===== src/rtl/ascon_perm_engine_pkg.sv =====
// Shared types, constants and helpers for the Ascon-p permutation engine.
package ascon_perm_engine_pkg;

    typedef logic [4:0][63:0] state_t;

    localparam int MAX_ROUNDS = 12;

    // Right-rotation pairs of the linear layer, indexed by state word x0..x4.
    localparam int unsigned ROT_A [5] = '{19, 61, 1, 10, 7};
    localparam int unsigned ROT_B [5] = '{28, 39, 6, 17, 41};

    function automatic logic [7:0] round_const(input logic [3:0] r);
        return {4'hF - r, r};
    endfunction

    function automatic logic [63:0] ror64(input logic [63:0] x, input int unsigned s);
        logic [127:0] w;
        w = {x, x} >> s;
        return w[63:0];
    endfunction

endpackage


===== src/rtl/ascon_perm_engine_if.sv =====
// Request/response bundle between the accelerator and the permutation engine.
interface ascon_perm_engine_if
    import ascon_perm_engine_pkg::*;
#(
    parameter int ROUND_W = 4
);
    logic               start_i;
    logic [ROUND_W-1:0] rounds_i;
    state_t             state_i;
    logic               abort_i;
    logic               intr_en_i;
    logic               intr_clr_i;
    state_t             state_o;
    logic               busy_o;
    logic               done_o;
    logic               intr_o;

    modport master (
        output start_i, rounds_i, state_i, abort_i, intr_en_i, intr_clr_i,
        input  state_o, busy_o, done_o, intr_o
    );

    modport slave (
        input  start_i, rounds_i, state_i, abort_i, intr_en_i, intr_clr_i,
        output state_o, busy_o, done_o, intr_o
    );
endinterface


===== src/rtl/ascon_perm_engine_round.sv =====
// One combinational Ascon-p round: constant addition, S-box layer, linear layer.
module ascon_perm_engine_round
    import ascon_perm_engine_pkg::*;
(
    input  state_t     st_i,
    input  logic [3:0] rnd_i,
    output state_t     st_o
);
    state_t x_s;
    state_t t_s;
    state_t a_s;
    state_t s_s;

    // Bit-sliced S-box, written in the reference in-place operation order.
    always_comb begin
        x_s       = st_i;
        x_s[2]    = st_i[2] ^ {56'd0, round_const(rnd_i)};
        x_s[0]    = x_s[0] ^ x_s[4];
        x_s[4]    = x_s[4] ^ x_s[3];
        x_s[2]    = x_s[2] ^ x_s[1];
        t_s[0]    = ~x_s[0] & x_s[1];
        t_s[1]    = ~x_s[1] & x_s[2];
        t_s[2]    = ~x_s[2] & x_s[3];
        t_s[3]    = ~x_s[3] & x_s[4];
        t_s[4]    = ~x_s[4] & x_s[0];
        a_s[0]    = x_s[0] ^ t_s[1];
        a_s[1]    = x_s[1] ^ t_s[2];
        a_s[2]    = x_s[2] ^ t_s[3];
        a_s[3]    = x_s[3] ^ t_s[4];
        a_s[4]    = x_s[4] ^ t_s[0];
        s_s[0]    = a_s[0] ^ a_s[4];
        s_s[1]    = a_s[1] ^ a_s[0];
        s_s[2]    = ~a_s[2];
        s_s[3]    = a_s[3] ^ a_s[2];
        s_s[4]    = a_s[4];
    end

    for (genvar i = 0; i < 5; i++) begin : g_lin
        assign st_o[i] = s_s[i] ^ ror64(s_s[i], ROT_A[i]) ^ ror64(s_s[i], ROT_B[i]);
    end

endmodule


===== src/rtl/ascon_perm_engine.sv =====
// Ascon-p permutation engine: UNROLL chained rounds per clock, 0..12 rounds per
// request, start/done handshake with abort and a sticky maskable interrupt.
module ascon_perm_engine
    import ascon_perm_engine_pkg::*;
#(
    parameter int UNROLL  = 1,
    parameter int ROUND_W = 4
)(
    input  logic                clk_i,
    input  logic                rst_i,
    ascon_perm_engine_if.slave  bus
);
    localparam logic [1:0] S_IDLE = 2'd0;
    localparam logic [1:0] S_RUN  = 2'd1;
    localparam logic [1:0] S_DONE = 2'd2;

    if (!(UNROLL == 1 || UNROLL == 2 || UNROLL == 3 || UNROLL == 4 ||
          UNROLL == 6 || UNROLL == 12)) begin : g_bad_unroll
        $error("ascon_perm_engine: UNROLL=%0d is not one of 1,2,3,4,6,12", UNROLL);
    end

    logic [1:0]         fsm_q, fsm_d;
    state_t             st_q, st_d;
    logic [3:0]         r_q, r_d;
    logic               busy_q, busy_d;
    logic               done_q, done_d;
    logic               intr_q, intr_d;

    logic [ROUND_W-1:0] rounds_s;
    logic [3:0]         n_s;
    logic [4:0]         r_sum_s;
    logic [3:0]         r_nxt_s;
    state_t             final_s;

    assign rounds_s = bus.rounds_i;

    // Stage j runs round r+j; stages past the last round pass the state through.
    for (genvar j = 0; j < UNROLL; j++) begin : g_stage
        state_t     in_s;
        state_t     rnd_s;
        state_t     out_s;
        logic [4:0] idx_s;
        logic       en_s;

        if (j == 0) begin : g_first
            assign in_s = st_q;
        end else begin : g_next
            assign in_s = g_stage[j-1].out_s;
        end

        assign idx_s = {1'b0, r_q} + 5'(j);
        assign en_s  = (idx_s < 5'(MAX_ROUNDS));

        ascon_perm_engine_round u_round (
            .st_i  (in_s),
            .rnd_i (idx_s[3:0]),
            .st_o  (rnd_s)
        );

        assign out_s = en_s ? rnd_s : in_s;
    end

    assign final_s = g_stage[UNROLL-1].out_s;
    assign r_sum_s = {1'b0, r_q} + 5'(UNROLL);
    assign r_nxt_s = (r_sum_s >= 5'(MAX_ROUNDS)) ? 4'(MAX_ROUNDS) : r_sum_s[3:0];

    // Requested round count, clamped to a full permutation.
    always_comb begin
        if (32'(rounds_s) > 32'(MAX_ROUNDS)) begin
            n_s = 4'(MAX_ROUNDS);
        end else begin
            n_s = 4'(rounds_s);
        end
    end

    // Next-state logic for the sequencer, working state and interrupt.
    always_comb begin
        fsm_d = fsm_q;
        st_d  = st_q;
        r_d   = r_q;
        case (fsm_q)
            S_IDLE, S_DONE: begin
                if (bus.start_i) begin
                    st_d = bus.state_i;
                    r_d  = 4'(MAX_ROUNDS) - n_s;
                    if (n_s == 4'd0) begin
                        fsm_d = S_DONE;
                    end else begin
                        fsm_d = S_RUN;
                    end
                end else begin
                    fsm_d = S_IDLE;
                end
            end
            S_RUN: begin
                if (bus.abort_i) begin
                    fsm_d = S_IDLE;
                end else begin
                    st_d = final_s;
                    r_d  = r_nxt_s;
                    if (r_nxt_s == 4'(MAX_ROUNDS)) begin
                        fsm_d = S_DONE;
                    end else begin
                        fsm_d = S_RUN;
                    end
                end
            end
            default: begin
                fsm_d = S_IDLE;
            end
        endcase

        busy_d = (fsm_d == S_RUN);
        done_d = (fsm_d == S_DONE);

        // A completion in the same cycle as a clear keeps the interrupt raised.
        if (done_d && bus.intr_en_i) begin
            intr_d = 1'b1;
        end else if (bus.intr_clr_i) begin
            intr_d = 1'b0;
        end else begin
            intr_d = intr_q;
        end
    end

    // State registers.
    always_ff @(posedge clk_i or posedge rst_i) begin
        if (rst_i) begin
            fsm_q  <= S_IDLE;
            st_q   <= '0;
            r_q    <= 4'd0;
            busy_q <= 1'b0;
            done_q <= 1'b0;
            intr_q <= 1'b0;
        end else begin
            fsm_q  <= fsm_d;
            st_q   <= st_d;
            r_q    <= r_d;
            busy_q <= busy_d;
            done_q <= done_d;
            intr_q <= intr_d;
        end
    end

    assign bus.state_o = st_q;
    assign bus.busy_o  = busy_q;
    assign bus.done_o  = done_q;
    assign bus.intr_o  = intr_q;

endmodule


===== src/flat_wrapper.sv =====
// flat-port wrapper written by rule: the top's interface ports become plain ports
module ascon_perm_engine_flat import ascon_perm_engine_pkg::*;
#(
    parameter int UNROLL  = 1,
    parameter int ROUND_W = 4
)
  (clk_i, rst_i, bus_start_i, bus_rounds_i, bus_state_i, bus_abort_i, bus_intr_en_i, bus_intr_clr_i, bus_state_o, bus_busy_o, bus_done_o, bus_intr_o);
  ascon_perm_engine_if #(.ROUND_W(ROUND_W)) bus_i ();
  input  logic clk_i;
  input  logic rst_i;
  input wire logic [$bits(bus_i.start_i)-1:0] bus_start_i;
  input wire logic [$bits(bus_i.rounds_i)-1:0] bus_rounds_i;
  input wire logic [$bits(bus_i.state_i)-1:0] bus_state_i;
  input wire logic [$bits(bus_i.abort_i)-1:0] bus_abort_i;
  input wire logic [$bits(bus_i.intr_en_i)-1:0] bus_intr_en_i;
  input wire logic [$bits(bus_i.intr_clr_i)-1:0] bus_intr_clr_i;
  output wire logic [$bits(bus_i.state_o)-1:0] bus_state_o;
  output wire logic [$bits(bus_i.busy_o)-1:0] bus_busy_o;
  output wire logic [$bits(bus_i.done_o)-1:0] bus_done_o;
  output wire logic [$bits(bus_i.intr_o)-1:0] bus_intr_o;
  assign bus_i.start_i = bus_start_i;
  assign bus_i.rounds_i = bus_rounds_i;
  assign bus_i.state_i = bus_state_i;
  assign bus_i.abort_i = bus_abort_i;
  assign bus_i.intr_en_i = bus_intr_en_i;
  assign bus_i.intr_clr_i = bus_intr_clr_i;
  assign bus_state_o = bus_i.state_o;
  assign bus_busy_o = bus_i.busy_o;
  assign bus_done_o = bus_i.done_o;
  assign bus_intr_o = bus_i.intr_o;
  ascon_perm_engine #(.UNROLL(UNROLL), .ROUND_W(ROUND_W)) u_core (.clk_i(clk_i), .rst_i(rst_i), .bus(bus_i));
endmodule

===== config.mk =====
export PLATFORM = sky130hd
export DESIGN_NAME = ascon_perm_engine_flat
export DESIGN_NICKNAME = d
export VERILOG_FILES = /design/src/rtl/ascon_perm_engine_pkg.sv /design/src/rtl/ascon_perm_engine_if.sv /design/src/rtl/ascon_perm_engine_round.sv /design/src/rtl/ascon_perm_engine.sv /design/src/flat_wrapper.sv
export SDC_FILE = /design/constraint.sdc
export NUM_CORES = 2
export LEC_CHECK = 0
export BUFFER_PORTS_ARGS = -buffer_cell sky130_fd_sc_hd__buf_2
export CAP_MARGIN = 5
export CORE_MARGIN = 10
export CORE_UTILIZATION = 35
export DETAILED_ROUTE_END_ITERATION = 8
export GPL_ROUTABILITY_DRIVEN = 0
export REMOVE_ABC_BUFFERS = 1
export SYNTH_ARGS = -nofsm -noshare
export SYNTH_HDL_FRONTEND = slang
export SYNTH_SLANG_ARGS = --single-unit
export TNS_END_PERCENT = 5

===== constraint.sdc =====
create_clock -name clk_i -period 12.3 [get_ports clk_i]
set_clock_uncertainty 0.2 [all_clocks]
set_input_delay 1.23 -clock clk_i [delete_from_list [all_inputs] [get_ports clk_i]]
set_output_delay 1.23 -clock clk_i [all_outputs]
set_load 0.05 [all_outputs]

**Word-level counts from Yosys, hierarchy flattened**

Cells that the tools add are included.

- Output and inout port bits: 323
- Register bits after elaboration: 329
- Logic and storage cells: 81
- Input bits: 330

- Order comparisons: 3
- Reduce and logical (&&, ||, !) cells: 8
- Muxes and demuxes: 16
- Bitwise operators: 33
- Eq/ne operators: 8
- Add/subtract/negate cells: 3

Operators with widths:

| kind | count |
|---|---|
| 64-bit bitwise XOR | 21 |
| 320-bit 2-to-1 mux | 3 |
| 320-bit case mux with 2 select lines | 1 |
| 64-bit inverter | 6 |
| 64-bit bitwise AND | 5 |
| 64-bit by 8-bit bitwise XOR with 64-bit output | 1 |
| 4-bit 2-to-1 mux | 4 |
| 2-bit 2-to-1 mux | 4 |
| 4-bit case mux with 2 select lines | 1 |
| 4-bit subtractor, first input constant | 2 |
| 4-bit by 1-bit adder with 5-bit output, second input constant | 1 |
| 5-bit by 4-bit >= comparator with 1-bit output, second input constant | 1 |
| 2-bit by 1-bit equality test with 1-bit output, second input constant | 2 |
| 2-bit equality test, second input constant | 2 |
| 4-bit equality test, second input constant | 1 |
| 4-bit greater-than comparator, second input constant | 1 |
| 4-bit zero test | 1 |
| 4-bit less-than comparator, second input constant | 1 |
| 2-bit inequality test, second input constant | 2 |
| 2-bit case mux with 2 select lines | 1 |
| 4-bit AND reduction | 1 |
| 2-bit nonzero test | 2 |
| 3-bit AND reduction | 1 |
| 2-bit zero test | 1 |
| other kinds (4) | 5 |

**Longest topological paths before layout**

- Depth in word-level cells: 12
- Gate-level depth with buffers: 9
- Gate-level depth less buffers: 7

**By module**

A second synthesis with hierarchy kept.

- Cells, all modules: 2629
- Area, all modules: 34235.3 sq um

Modules (own cells, without submodules):

| module | area each (sq um) | cells an instance | times used |
|---|---|---|---|
| ascon_perm_engine | 18011.0 | 1098 | 1 |
| ascon_perm_engine_round | 16224.3 | 1531 | 1 |

**Worst setup path after synthesis**

OpenSTA, ideal clock, no wires.

- Kind: input -> register
- From: input bus_abort_i
- To: register u_core.st_q (netlist bit u_core.bus.state_o[127])
- Data arrival time: 2.464 ns
- Library setup time: 0.070 ns
- Buffers on the path: 3
- Stages: 6
- Required time: 12.030 ns
- Slack: 9.566 ns
- Cell sequence: a211o_1 > buf_2 > buf_6 > buf_6 > or4_1 > nand3_1

- Cells in the longest elaborated chain, start to end: 2

Ends and longest elaborated chain:

| item | RTL line | text |
|---|---|---|
| start: declaration | flat_wrapper.sv:14 | `input wire logic [$bits(bus_i.abort_i)-1:0] bus_abort_i;` |
| 2-bit inequality test (no line) | - |  |
| 4-bit AND reduction (no line) | - |  |
| end signal: assignment | ascon_perm_engine.sv:137 | `st_q <= st_d;` |
| end: declaration | ascon_perm_engine.sv:23 | `state_t st_q, st_d;` |

No other way between the ends.
A chain may end at the register's enable or synchronous reset.

**Final worst setup path**

- From: register u_core.fsm_q[0]
- To: register u_core.st_q (netlist bit u_core.bus.state_o[80])

- Cells in the longest elaborated chain, start to end: 4
- Elaborated cells on any way between the ends: 10
- Those cells by class: eq/ne (5); mux (1); reduce/logical (4)

Ends and longest elaborated chain:

| item | RTL line | text |
|---|---|---|
| start: declaration | ascon_perm_engine.sv:22 | `logic [1:0] fsm_q, fsm_d;` |
| start signal: assignment | ascon_perm_engine.sv:136 | `fsm_q <= fsm_d;` |
| 2-bit equality test / 2-bit zero test (equally long branches) | ascon_perm_engine.sv:81 | `case (fsm_q)` |
| 2-bit OR reduction | ascon_perm_engine.sv:81 |  |
| 2-bit inequality test (no line) / 2-bit nonzero test (equally long branches) | - |  |
| 4-bit AND reduction (no line) | - |  |

Parallel ways exist; a longest one is shown, timed or not.

==> impl_metrics.toml <==
[outcome]
outcome = "finished, final reports clean"

[clock_network]
h-tree-depth = 2
cts_tree = "yes"
clockBufferDepth = 3
cts_resized = 0
cts_made_buffers = 40
root_buffer = "clkbuf_16"
worstSkewPairLatency_ns = 0.62
post_cts_buffers = 0
ctsHoldBuffers = 0
cts.sinks = 329
clk_pin_slew_ns = 0.07

[global_route]
gr-usage-met2 = 0.476
grt-ovfl-total = 0
grt_usage = 0.313
grt_busiest_layer = "met2"
grt_pass1_wl_um = 245000
grt_max_degree = 180
met1_usage = 0.375
grt_pass1_vias = 30000
met3_usage = 0.107
antenna_found_initial = 11

[setup_path]
cpMostUsedCell = "buf_4"
crit_path_top_delay_cell = "buf_4"
cp-start-kind = "flop"
cp_slowest_stage_delay_ns = 0.77
path_cells = "nand2b_1 > a211o_4 > buf_4 > buf_4 > nor3_1 > a21boi_0 > nand3b_1"
required_ns = 12.58
path_class = "flop to flop"
crit_family = "buffers and inverters"
crit_path_end_kind = "flop"
arrival_ns = 4.03
critPathMaxFanout = 70
cp_num_buf_inv = 2

[final_layout]
syn_to_final_growth_pct = 16.7
nNetsFinal = 4350
final_cells = 5197
post_route_cells_drive_above_1_share = 0.230

[yosys]
ys_seq_area_frac = 0.242
ys_types = 64
synth-async-reset-ratio = 1.00
synth-edff-count = 0
synth_compound_gate_area_share = 0.182
synth_top_family_by_area = "XOR/XNOR gates"
synth_xor_xnor_area_share = 0.353
post_synth_mux_area_share = 0.0112
syn_area_um2 = 34000
ys_ff_latch = 329
syn_avg_cell_area_um2 = 10.1
synth_simple_gate_area_frac = 0.107
syn_inst = 3353
yosysWarnings = 0
synth_fa_ha_area_frac = 0.0592
yosys_most_used_dff = "dfrtp_1"

[drt]
viasPerCell = 6.05
routedWlPerCell_um = 34.8
firstDrtPassIters = 5
drtIter0Drc = 4035
wl_um = 181000
drc_errors = 0
antenna_left = 0
num_vias = 31500

[sta]
fmax_ghz = 0.266
hold-worst-slack_ns = 0.305
finalSetupViolations = 0
drv_slew = 0
period_needed_ns = 3.75
rsz0062_at_grt = "no"
fin_crit_sh = 0.305
tightest_slew_ns = 1.27
hold_violations = 0
max_slew_margin = 0.147

[job]
cap_violations = 0

[floorplanning]
fp.dieW_um = 332
fp.dieH_um = 332
dieArea_um2 = 110000
core_um2 = 96400
initial_core_util = 0.352
ios = 653
fp-row-count = 114

[place]
dp_hpwl_um = 149000
io_buffers = 652
dp.cells = 5123

[worst_hold_path]
min_path_type = "flop to flop"
## sequential cells by signal, summed over array words and instances (netlist names)
signal / count
u_core.bus.done_o: 1
u_core.bus.state_o: 320
u_core.fsm_q: 2
u_core.bus.intr_o: 1
u_core.bus.busy_o: 1
u_core.r_q: 4
## layer usage
layer	routed length [um]	share of wire	vias up
met5	104	0.00058	-
met4	13900	0.077	16
met3	21500	0.12	444
met2	78300	0.43	2120
met1	67100	0.37	15600
li1	-	-	13300
## cell type report
cell class | instances | area [um^2]
clock buffer | 56 | 1150
antenna | 2 | 5.00
timing repair buffer | 681 | 3500
fill | 9618 | 56800
tap | 1276 | 1600
multi-input combinational | 2671 | 24200
inverter | 166 | 638
clock inverter | 16 | 314
sequential | 329 | 8230
## Yosys cell counts, types with 31 or more instances
cell type	count	area, um^2
inv_1	156	586
mux2i_1	37	370
o21ai_1	168	841
or2_2	52	325
o211ai_1	94	706
buf_2	78	390
nor2_1	128	480
a32oi_1	251	2200
clkbuf_1	90	338
nor3_1	72	360
a21oi_1	96	480
xnor2_1	319	2790
nand2_1	239	897
xnor2_2	32	521
xnor3_1	238	5360
ha_1	131	1640
dfrtp_1	329	8230
nand3b_1	54	405
nand3_1	91	455
xor3_1	66	1570
a21o_1	31	233
o21ai_0	82	410
a211oi_1	45	338
and2_1	41	257
xor2_1	171	1500
## stage by stage
step | TNS, ns | instance area (um^2) | worst slack, ns | utilization
2_1_floorplan | -302.75 | 33100 | -2.04 | -
3_3_place_gp | 0 | 38200 | 8.15 | 0.396
3_5_place_dp | 0 | 38200 | 8.16 | 0.396
4_1_cts | 0 | 39700 | 8.57 | 0.411
5_1_grt | 0 | 39700 | 8.32 | 0.411
6_report | 0 | 39700 | 8.55 | 0.411
## worst register-to-register path: cells and delay by family, from the launching register on
kind | cells | cell delay, ns
AOI/OAI and AO/OA | 2 | 0.63
and+or+nand+nor | 3 | 0.80
buffers and inverters | 2 | 1.49
DFF | 1 | 0.50
## final timing paths
path	startpoint	to	slack (ns)	cells past startpoint
worst max-delay path	u_core.fsm_q[0]$_DFF_PP0_	u_core.bus.state_o[80]$_DFFE_PP0P_	8.55	7
worst min-delay path	u_core.bus.intr_o$_DFFE_PP0P_	u_core.bus.intr_o$_DFFE_PP0P_	0.30	1
worst max register to register	u_core.fsm_q[0]$_DFF_PP0_	u_core.bus.state_o[80]$_DFFE_PP0P_	8.55	7
worst min register to register	u_core.bus.intr_o$_DFFE_PP0P_	u_core.bus.intr_o$_DFFE_PP0P_	0.30	1
max in group asynchronous	rst_i	u_core.bus.state_o[201]$_DFFE_PP0P_	9.07	4
min in group asynchronous	rst_i	u_core.bus.state_o[164]$_DFFE_PP0P_	0.62	2
## placed cells by master, fill, tap and decap left out, types with 40 or more instances in the layout
| cell type | netlist | routed |
|---|---|---|
| ha_1 | 131 | 131 |
| buf_2 | 78 | 651 |
| or2_2 | 52 | 52 |
| and2_1 | 41 | 41 |
| xor2_1 | 171 | 171 |
| dfrtp_1 | 329 | 329 |
| xor3_1 | 66 | 66 |
| a21oi_1 | 96 | 96 |
| xnor3_1 | 238 | 238 |
| xnor2_1 | 319 | 319 |
| clkbuf_16 | 0 | 40 |
| inv_1 | 156 | 154 |
| nor3_1 | 72 | 72 |
| nor2_1 | 128 | 127 |
| nand3b_1 | 54 | 54 |
| o21ai_1 | 168 | 168 |
| a211oi_1 | 45 | 45 |
| o21ai_0 | 82 | 82 |
| o211ai_1 | 94 | 94 |
| nand3_1 | 91 | 91 |
| a32oi_1 | 251 | 251 |
| nand2_1 | 239 | 239 |
## logic make-up after synthesis
| kind of cell | Yosys count |
|---|---|
| xor+xnor | 841 |
| buf+inv | 353 |
| simple gates | 745 |
| compound gates | 881 |
| flops | 329 |
| fa+ha+maj | 166 |
| mux | 38 |
Power is left out: the tool's default activity adds up to more than one toggle a clock period on the data nets, which glitch-free logic cannot reach.
